File: src/rtl/pulse_receiver_pkg.sv
// Shared definitions for the pulse receiver peripheral: FSM encodings, register
// offsets, CTRL/STATUS bit positions, register payload layouts and symbol geometry.
package pulse_receiver_pkg;

  // Receiver FSM encodings, also visible in STATUS[11:10]
  typedef enum logic [1:0] {
    ST_IDLE    = 2'd0,
    ST_ARMED   = 2'd1,
    ST_MEASURE = 2'd2,
    ST_DONE    = 2'd3
  } rx_state_e;

  // Symbol geometry
  localparam int unsigned SYM_W         = 2;
  localparam int unsigned SYMS_PER_WORD = 16;

  // Register byte offsets
  localparam logic [5:0] ADDR_CTRL      = 6'h00;
  localparam logic [5:0] ADDR_THRESH    = 6'h04;
  localparam logic [5:0] ADDR_STATUS    = 6'h08;
  localparam logic [5:0] ADDR_DATA_BASE = 6'h20;

  // CTRL bit positions
  localparam int unsigned CTRL_EN_BIT     = 0;
  localparam int unsigned CTRL_INV_BIT    = 1;
  localparam int unsigned CTRL_SEL_LSB    = 2;
  localparam int unsigned CTRL_INT_EN_BIT = 5;
  localparam int unsigned CTRL_PRESC_LSB  = 6;
  localparam int unsigned CTRL_W          = 10;

  // STATUS bit positions
  localparam int unsigned STATUS_DONE_BIT  = 0;
  localparam int unsigned STATUS_FULL_BIT  = 1;
  localparam int unsigned STATUS_COUNT_LSB = 2;
  localparam int unsigned STATUS_STATE_LSB = 10;

  localparam int unsigned THRESH_W = 24;

  // CTRL payload, LSB first: enable, invert, sel, int_en, presc
  typedef struct packed {
    logic [3:0] presc;
    logic       int_en;
    logic [2:0] sel;
    logic       invert;
    logic       enable;
  } ctrl_t;

  // THRESH payload
  typedef struct packed {
    logic [7:0] idle_timeout;
    logic [7:0] high_thr;
    logic [7:0] low_thr;
  } thresh_t;

endpackage

File: src/rtl/pulse_receiver_glitch_filter.sv
// Glitch filter for the selected input level: the output follows the input only
// after the input has differed from the output for GLITCH_CYCLES consecutive clocks.
// Ports:
//   clk      clock
//   rst_n    synchronous active-low reset (output resets to 0)
//   raw_in   unfiltered level
//   filt_out filtered level (registered)
module pulse_receiver_glitch_filter #(
  parameter int unsigned GLITCH_CYCLES = 4
) (
  input  logic clk,
  input  logic rst_n,
  input  logic raw_in,
  output logic filt_out
);

  localparam int unsigned CNT_W = (GLITCH_CYCLES < 2) ? 1 : $clog2(GLITCH_CYCLES);

  logic             filt_q, filt_d;
  logic [CNT_W-1:0] cnt_q, cnt_d;

  // Count consecutive disagreeing clocks; any agreement restarts the count
  always_comb begin
    filt_d = filt_q;
    cnt_d  = '0;
    if (raw_in != filt_q) begin
      if (cnt_q == CNT_W'(GLITCH_CYCLES - 1)) begin
        filt_d = raw_in;
      end else begin
        cnt_d = cnt_q + CNT_W'(1);
      end
    end
  end

  always_ff @(posedge clk) begin
    if (!rst_n) begin
      filt_q <= 1'b0;
      cnt_q  <= '0;
    end else begin
      filt_q <= filt_d;
      cnt_q  <= cnt_d;
    end
  end

  assign filt_out = filt_q;

endmodule

File: src/rtl/tqvp_hx2003_pulse_receiver.sv
// TinyQV pulse receiver peripheral. Measures pulse widths on one selected ui_in pin,
// classifies each pulse into a 2-bit symbol {level, long} and packs the symbols into
// a CPU-readable data memory. Reception ends on idle timeout or full buffer, which
// sets STATUS.done and raises the interrupt when enabled.
// Optional glitch filter: define PULSE_RECEIVER_GLITCH_FILTER_EN.
// Ports:
//   clk, rst_n      clock, synchronous active-low reset
//   ui_in[7:0]      synchronised input pins; CTRL.sel picks the measured pin
//   uo_out[7:0]     unused, tied 0
//   address[5:0]    byte address within the peripheral
//   data_in[31:0]   write data; only 32-bit writes (data_write_n == 2'b10) act
//   data_write_n    write size strobe
//   data_read_n     unused; reads have no side effects
//   data_out[31:0]  combinational read mux
//   data_ready      always 1
//   user_interrupt  STATUS.done & CTRL.int_en
module tqvp_hx2003_pulse_receiver
  import pulse_receiver_pkg::*;
#(
  parameter int unsigned NUM_DATA_REG = 5
`ifdef PULSE_RECEIVER_GLITCH_FILTER_EN
  ,
  parameter int unsigned GLITCH_CYCLES = 4
`endif
) (
  input  logic        clk,
  input  logic        rst_n,
  input  logic [7:0]  ui_in,
  output logic [7:0]  uo_out,
  input  logic [5:0]  address,
  input  logic [31:0] data_in,
  input  logic [1:0]  data_write_n,
  input  logic [1:0]  data_read_n,
  output logic [31:0] data_out,
  output logic        data_ready,
  output logic        user_interrupt
);

  localparam int unsigned CAPACITY = SYMS_PER_WORD * NUM_DATA_REG;
  localparam int unsigned COUNT_W  = 8;
  localparam int unsigned DUR_W    = 8;
  localparam int unsigned PRESC_W  = 15;

  ctrl_t               ctrl_q;
  thresh_t             thresh_q;
  rx_state_e           state_q, state_d;
  logic [COUNT_W-1:0]  count_q, count_d;
  logic                full_q, full_d;
  logic                done_q, done_d;
  logic                prev_lvl_q;
  logic [PRESC_W-1:0]  presc_q, presc_d;
  logic [DUR_W-1:0]    dur_q, dur_d;
  logic [31:0]         mem_q [NUM_DATA_REG];

  logic                wr_en_c, ctrl_wr_c, thresh_wr_c, done_clr_c, is_data_c, mem_wr_c;
  logic                lvl_raw_c, lvl_c, edge_c, tick_c, timeout_hit_c, sym_we_c;
  logic [PRESC_W-1:0]  presc_mask_c;
  logic [DUR_W-1:0]    thr_c;
  logic [SYM_W-1:0]    sym_c;
  logic                unused_rd;

  assign unused_rd = ^data_read_n;

  // Bus write decode; data memory is writable only while not receiving
  assign wr_en_c     = (data_write_n == 2'b10);
  assign ctrl_wr_c   = wr_en_c && (address == ADDR_CTRL);
  assign thresh_wr_c = wr_en_c && (address == ADDR_THRESH);
  assign done_clr_c  = wr_en_c && (address == ADDR_STATUS) && data_in[0];
  assign is_data_c   = address[5] && (address[1:0] == 2'b00);
  assign mem_wr_c    = wr_en_c && is_data_c &&
                       ((state_q == ST_IDLE) || (state_q == ST_DONE));

  // Selected, optionally inverted, optionally filtered level
  assign lvl_raw_c = ui_in[ctrl_q.sel] ^ ctrl_q.invert;

`ifdef PULSE_RECEIVER_GLITCH_FILTER_EN
  pulse_receiver_glitch_filter #(
    .GLITCH_CYCLES (GLITCH_CYCLES)
  ) u_glitch_filter (
    .clk      (clk),
    .rst_n    (rst_n),
    .raw_in   (lvl_raw_c),
    .filt_out (lvl_c)
  );
`else
  assign lvl_c = lvl_raw_c;
`endif

  assign edge_c = (lvl_c != prev_lvl_q);

  // One tick per 2^p clocks; >= lets the counter recover if p shrinks mid-count
  assign presc_mask_c = PRESC_W'((32'd1 << ctrl_q.presc) - 32'd1);
  assign tick_c       = (presc_q >= presc_mask_c);

  always_comb begin
    presc_d = presc_q + PRESC_W'(1);
    dur_d   = dur_q;
    if (edge_c) begin
      presc_d = '0;
      dur_d   = '0;
    end else if (tick_c) begin
      presc_d = '0;
      if (dur_q != '1) begin
        dur_d = dur_q + DUR_W'(1);
      end
    end
  end

  // Symbol of the pulse that just ended; equal to threshold classifies as short
  assign thr_c         = prev_lvl_q ? thresh_q.high_thr : thresh_q.low_thr;
  assign sym_c         = {prev_lvl_q, (dur_q > thr_c)};
  assign timeout_hit_c = tick_c && (thresh_q.idle_timeout != '0) &&
                         (dur_q == thresh_q.idle_timeout);

  // Receiver FSM; edges take priority over timeout, done-set over CPU clear
  always_comb begin
    state_d  = state_q;
    count_d  = count_q;
    full_d   = full_q;
    done_d   = done_q & ~done_clr_c;
    sym_we_c = 1'b0;
    if (!ctrl_q.enable) begin
      state_d = ST_IDLE;
    end else begin
      case (state_q)
        ST_IDLE: begin
          state_d = ST_ARMED;
          count_d = '0;
          full_d  = 1'b0;
        end
        ST_ARMED: begin
          if (edge_c) begin
            state_d = ST_MEASURE;
          end
        end
        ST_MEASURE: begin
          if (edge_c) begin
            sym_we_c = 1'b1;
            count_d  = count_q + COUNT_W'(1);
            if (count_q == COUNT_W'(CAPACITY - 1)) begin
              state_d = ST_DONE;
              full_d  = 1'b1;
              done_d  = 1'b1;
            end
          end else if (timeout_hit_c) begin
            state_d = ST_DONE;
            done_d  = 1'b1;
          end
        end
        ST_DONE: begin
          state_d = ST_DONE;
        end
        default: begin
          state_d = ST_IDLE;
        end
      endcase
    end
  end

  always_ff @(posedge clk) begin
    if (!rst_n) begin
      ctrl_q     <= '0;
      thresh_q   <= '0;
      state_q    <= ST_IDLE;
      count_q    <= '0;
      full_q     <= 1'b0;
      done_q     <= 1'b0;
      prev_lvl_q <= 1'b0;
      presc_q    <= '0;
      dur_q      <= '0;
    end else begin
      if (ctrl_wr_c) begin
        ctrl_q <= ctrl_t'(data_in[CTRL_W-1:0]);
      end
      if (thresh_wr_c) begin
        thresh_q <= thresh_t'(data_in[THRESH_W-1:0]);
      end
      state_q    <= state_d;
      count_q    <= count_d;
      full_q     <= full_d;
      done_q     <= done_d;
      prev_lvl_q <= lvl_c;
      presc_q    <= presc_d;
      dur_q      <= dur_d;
    end
  end

  // Symbol memory (not reset); symbol n lands in word n[6:4], bits 2*n[3:0]
  always_ff @(posedge clk) begin
    for (int k = 0; k < int'(NUM_DATA_REG); k++) begin
      if (sym_we_c && (count_q[6:4] == 3'(k))) begin
        mem_q[k][{count_q[3:0], 1'b0} +: SYM_W] <= sym_c;
      end else if (mem_wr_c && (address[4:2] == 3'(k))) begin
        mem_q[k] <= data_in;
      end
    end
  end

  // Read mux; unimplemented addresses read 0
  always_comb begin
    data_out = '0;
    if (address == ADDR_CTRL) begin
      data_out = 32'(ctrl_q);
    end else if (address == ADDR_THRESH) begin
      data_out = 32'(thresh_q);
    end else if (address == ADDR_STATUS) begin
      data_out = 32'({state_q, count_q, full_q, done_q});
    end else if (is_data_c) begin
      for (int k = 0; k < int'(NUM_DATA_REG); k++) begin
        if (address[4:2] == 3'(k)) begin
          data_out = mem_q[k];
        end
      end
    end
  end

  assign uo_out         = '0;
  assign data_ready     = 1'b1;
  assign user_interrupt = done_q & ctrl_q.int_en;

endmodule

File: config.mk
export PLATFORM = sky130hd
export DESIGN_NAME = tqvp_hx2003_pulse_receiver
export DESIGN_NICKNAME = d
export VERILOG_FILES = /design/src/rtl/pulse_receiver_pkg.sv /design/src/rtl/pulse_receiver_glitch_filter.sv /design/src/rtl/tqvp_hx2003_pulse_receiver.sv
export SDC_FILE = /design/constraint.sdc
export NUM_CORES = 1
export LEC_CHECK = 0
export ABC_CLOCK_PERIOD_IN_PS = 8590
export CAP_MARGIN = 20
export CORE_ASPECT_RATIO = 1.4
export CORE_MARGIN = 5
export CORE_UTILIZATION = 45
export CTS_CLUSTER_DIAMETER = 100
export CTS_CLUSTER_SIZE = 8
export DETAILED_ROUTE_END_ITERATION = 10
export HOLD_SLACK_MARGIN = 0.03
export REMOVE_ABC_BUFFERS = 1
export SLEW_MARGIN = 20
export SYNTH_ARGS = -nofsm -noshare
export SYNTH_HDL_FRONTEND = slang
export SYNTH_SLANG_ARGS = --single-unit
File: constraint.sdc
create_clock -name clk -period 8.59 [get_ports clk]
set_clock_uncertainty 0.1 [all_clocks]
set_input_delay 1.2885 -clock clk [delete_from_list [all_inputs] [get_ports clk]]
set_output_delay 1.2885 -clock clk [all_outputs]
set_load 0.02 [all_outputs]
==> results.toml <==
[cts]
cts-root-buf = "clkbuf_16"
cts-hold-fix-buffers = 0
path_clk_slew_ns = 0.05
postCtsSetupBuffers = 0
tritoncts = "built"
insertion_delay_ns = 0.52
cts_buffers = 34
cts_sinks = 230
htree_num_levels = 2
clk_path_buf_depth = 3
cts_resized = 0

[power_and_ir_drop]
switchingPower_mw = 0.5941
p_total_mw = 2.636
p_int_mw = 2.042
p_per_area_nw_per_um2 = 169.0
pwr-share-clk_pct = 48.9
p_seq_share_pct = 44.8
combPwrFrac_pct = 6.2
peakVddDrop_uv = 110.1
swShare_pct = 22.54
leakage_nw = 5.456

[floorplanning]
coreArea_um2 = 30030
die-area_um2 = 34040
dieHeight_um = 216.3
die_x_um = 157.4
io_pins = 94
start_util_pct = 45.56
rows = 75

[drt]
antenna_left = 0
drt-total-wl_mm = 42.76
drtIter0Drc = 892
drtPass1Iterations = 5
drt-vias-per-instance = 6.023
vias = 10620
drc = 0
wl_per_cell_um = 24.24

[sta]
worst_slew_pin_slew_ns = 1.165
period_share_pct = 63.84
slew_headroom_pct = 22.35
max_freq_ghz = 0.1824
min_period_ns = 5.484
setup_viol = 0
tns_ns = 0
hold_violations = 0
drv_slew = 0
rsz0062_at_grt = "false"

[global_route]
grt_max_degree = 44
grt_usage_pct = 24.82
grt_pass1_wl_mm = 63.59
gr-total-overflow = 0
grt_pass1_vias = 10630
antenna_found_initial = 0

[min_path]
min_path_type = "reg2reg"
hold_end = "thresh_q[6]"
min_from = "thresh_q[6]"
min_path_cells = 2

[setup_path]
crit_fanout = 13
reg2reg_from = "ctrl_q[2]"
cp.buffers_inverters = 2
cpPeakStageDelay_ns = 0.72
required_ns = 7.20
r2r_cells = 7
path_delay_family = "simple AND/OR/NAND/NOR gates"
cp.arrival_ns = 4.10
slowest_stage = "nor3_4"
crit_chain = "clkdlybuf4s50_1 > nor2_1 > nand2_1 > nor3_4 > nand2_1 > o21ai_0 > clkdlybuf4s50_1"
start_kind = "input pin"
reg2reg_to = "mem_q[3][24]"
critPathKind = "in2out"
endpoint_kind = "output pin"
r2r_slack_ns = 3.87

[placement]
place_congestion = 0.8634
dpl.hpwl_mm = 28.24
io_buffers = 82

[cells_and_area]
final_common_cell = "nand2_1"
drive_above_1_share_pct = 13.71
num-fill-cells = 2748
nNetsFinal = 1443
area_delta_synth_final_pct = 14.04
antenna_cells = 0
layout_common_cells = "nand2_1 (218), edfxtp_1 (160), o21ai_0 (89)"

[yosys]
syn_area_um2 = 13680
ys_seq_area_share_pct = 45.36
synth_cell_types = 61
synth_top_area_share_pct = 35.12
synth_cells = 1321
synth-edff-count = 160
async_flop_share_pct = 0
synth_flop_cell = "edfxtp_1"
synth_warnings = 0
avgSynthCellArea_um2 = 10.36
ys_seq_elements = 230
synth_top_cell_by_area = "edfxtp_1"
synth_area_leaders = "edfxtp_1 (35%), dfxtp_1 (10%), nand2_1 (6.0%)"

[run]
cap_viol_max_count = 0

[status]
outcome = "finished clean"
## per-stage QoR
step / instances / hold slack (ns) / setup slack [ns] / utilization [%] / cell area [µm²]
5_1_grt: 1764 / 0.4134 / 2.935 / 51.96 / 15600
3_5_place_dp: 1706 / 0.3683 / 2.708 / 48.55 / 14580
2_1_floorplan: 1222 / 0.3407 / 3.060 / - / 13140
6_report: 1764 / 0.3764 / 3.106 / 51.96 / 15600
3_3_place_gp: 1706 / 0.3645 / 2.739 / 48.55 / 14580
4_1_cts: 1764 / 0.3791 / 2.826 / 51.93 / 15590
## final cells by class
class | count | area, µm² | area share (%)
clock buffers | 58 | 1015 | 6.504
inverters | 22 | 82.58 | 0.5293
multi-input cells | 970 | 6882 | 44.11
flip-flops and latches | 230 | 6206 | 39.78
well taps | 385 | 481.7 | 3.087
repair buffers | 99 | 935.9 | 5.998
## metal layers
| layer | wire, µm | track usage [%] | vias to the layer above | share of wire, % |
|---|---|---|---|---|
| met5 | 0 | 0 | - | 0 |
| met4 | 1832 | 10.22 | 0 | 4.3 |
| met3 | 2644 | 3.752 | 108 | 6.2 |
| met2 | 21920 | 43.95 | 400 | 51 |
| met1 | 16360 | 29.85 | 5203 | 38 |
| li1 | - | - | 4913 | - |
## cell families after synthesis
family,count (synthesis),synth area share (%)
adders and majority gates,34,3.109
xor gates and xnor gates,37,2.579
DFF,230,45.36
buffers and inverters,128,4.774
and+or+nand+nor,436,14.28
muxes,145,14.87
AOI/OAI and AO/OA,309,14.97
other,2,0.05489
## sequential cells by signal, indices dropped and copies added (netlist names)
| name | count |
|---|---|
| done_q | 1 |
| prev_lvl_q | 1 |
| thresh_q | 24 |
| presc_q | 15 |
| state_q | 2 |
| dur_q | 8 |
| mem_q | 160 |
| full_q | 1 |
| ctrl_q | 10 |
| count_q | 8 |
## worst max-delay path by stage
stage / from / end / slack, ns / depth (start not counted)
2_1_floorplan: ui_in[1] / mem_q[3][0] / 3.06 / 6
3_3_place_gp: ui_in[1] / mem_q[0][8] / 2.74 / 9
3_5_place_dp: ui_in[1] / mem_q[3][26] / 2.71 / 8
4_1_cts: address[1] / data_out[20] / 2.83 / 7
5_1_grt: address[1] / data_out[14] / 2.94 / 7
6_report: address[1] / data_out[21] / 3.11 / 7
## synth_stat cells (all sizes together), types with 9 or more instances
cell type and n:
nor2 75, xor2 14, edfxtp 160, nand2 219, nor2b 51, nand4 12
buf 52, ha 34, dfxtp 70, o22ai 14, and3 9, a21boi 24
clkbuf 54, o31ai 82, inv 21, a21oi 67, mux2 87, o21ai 92
nand3 22, mux2i 24, mux4 34, and2 9, nor3 17, xnor2 21
## tightest hold or removal path: stages, from the launching register on
cell      delay, ns
dfxtp_1        0.31
nand2_1        0.05
a21boi_0       0.06
## power by group through the flow
stage	clock (mW)	sequential [mW]	combinational [mW]
after global placement	0	1.20	0.162
after floorplan	0	1.20	0.0731
final	1.29	1.18	0.164
after detailed placement	0	1.20	0.163
after global routing	1.36	1.18	0.174
after CTS	1.31	1.18	0.164
Power figures use the tool's default switching activity.
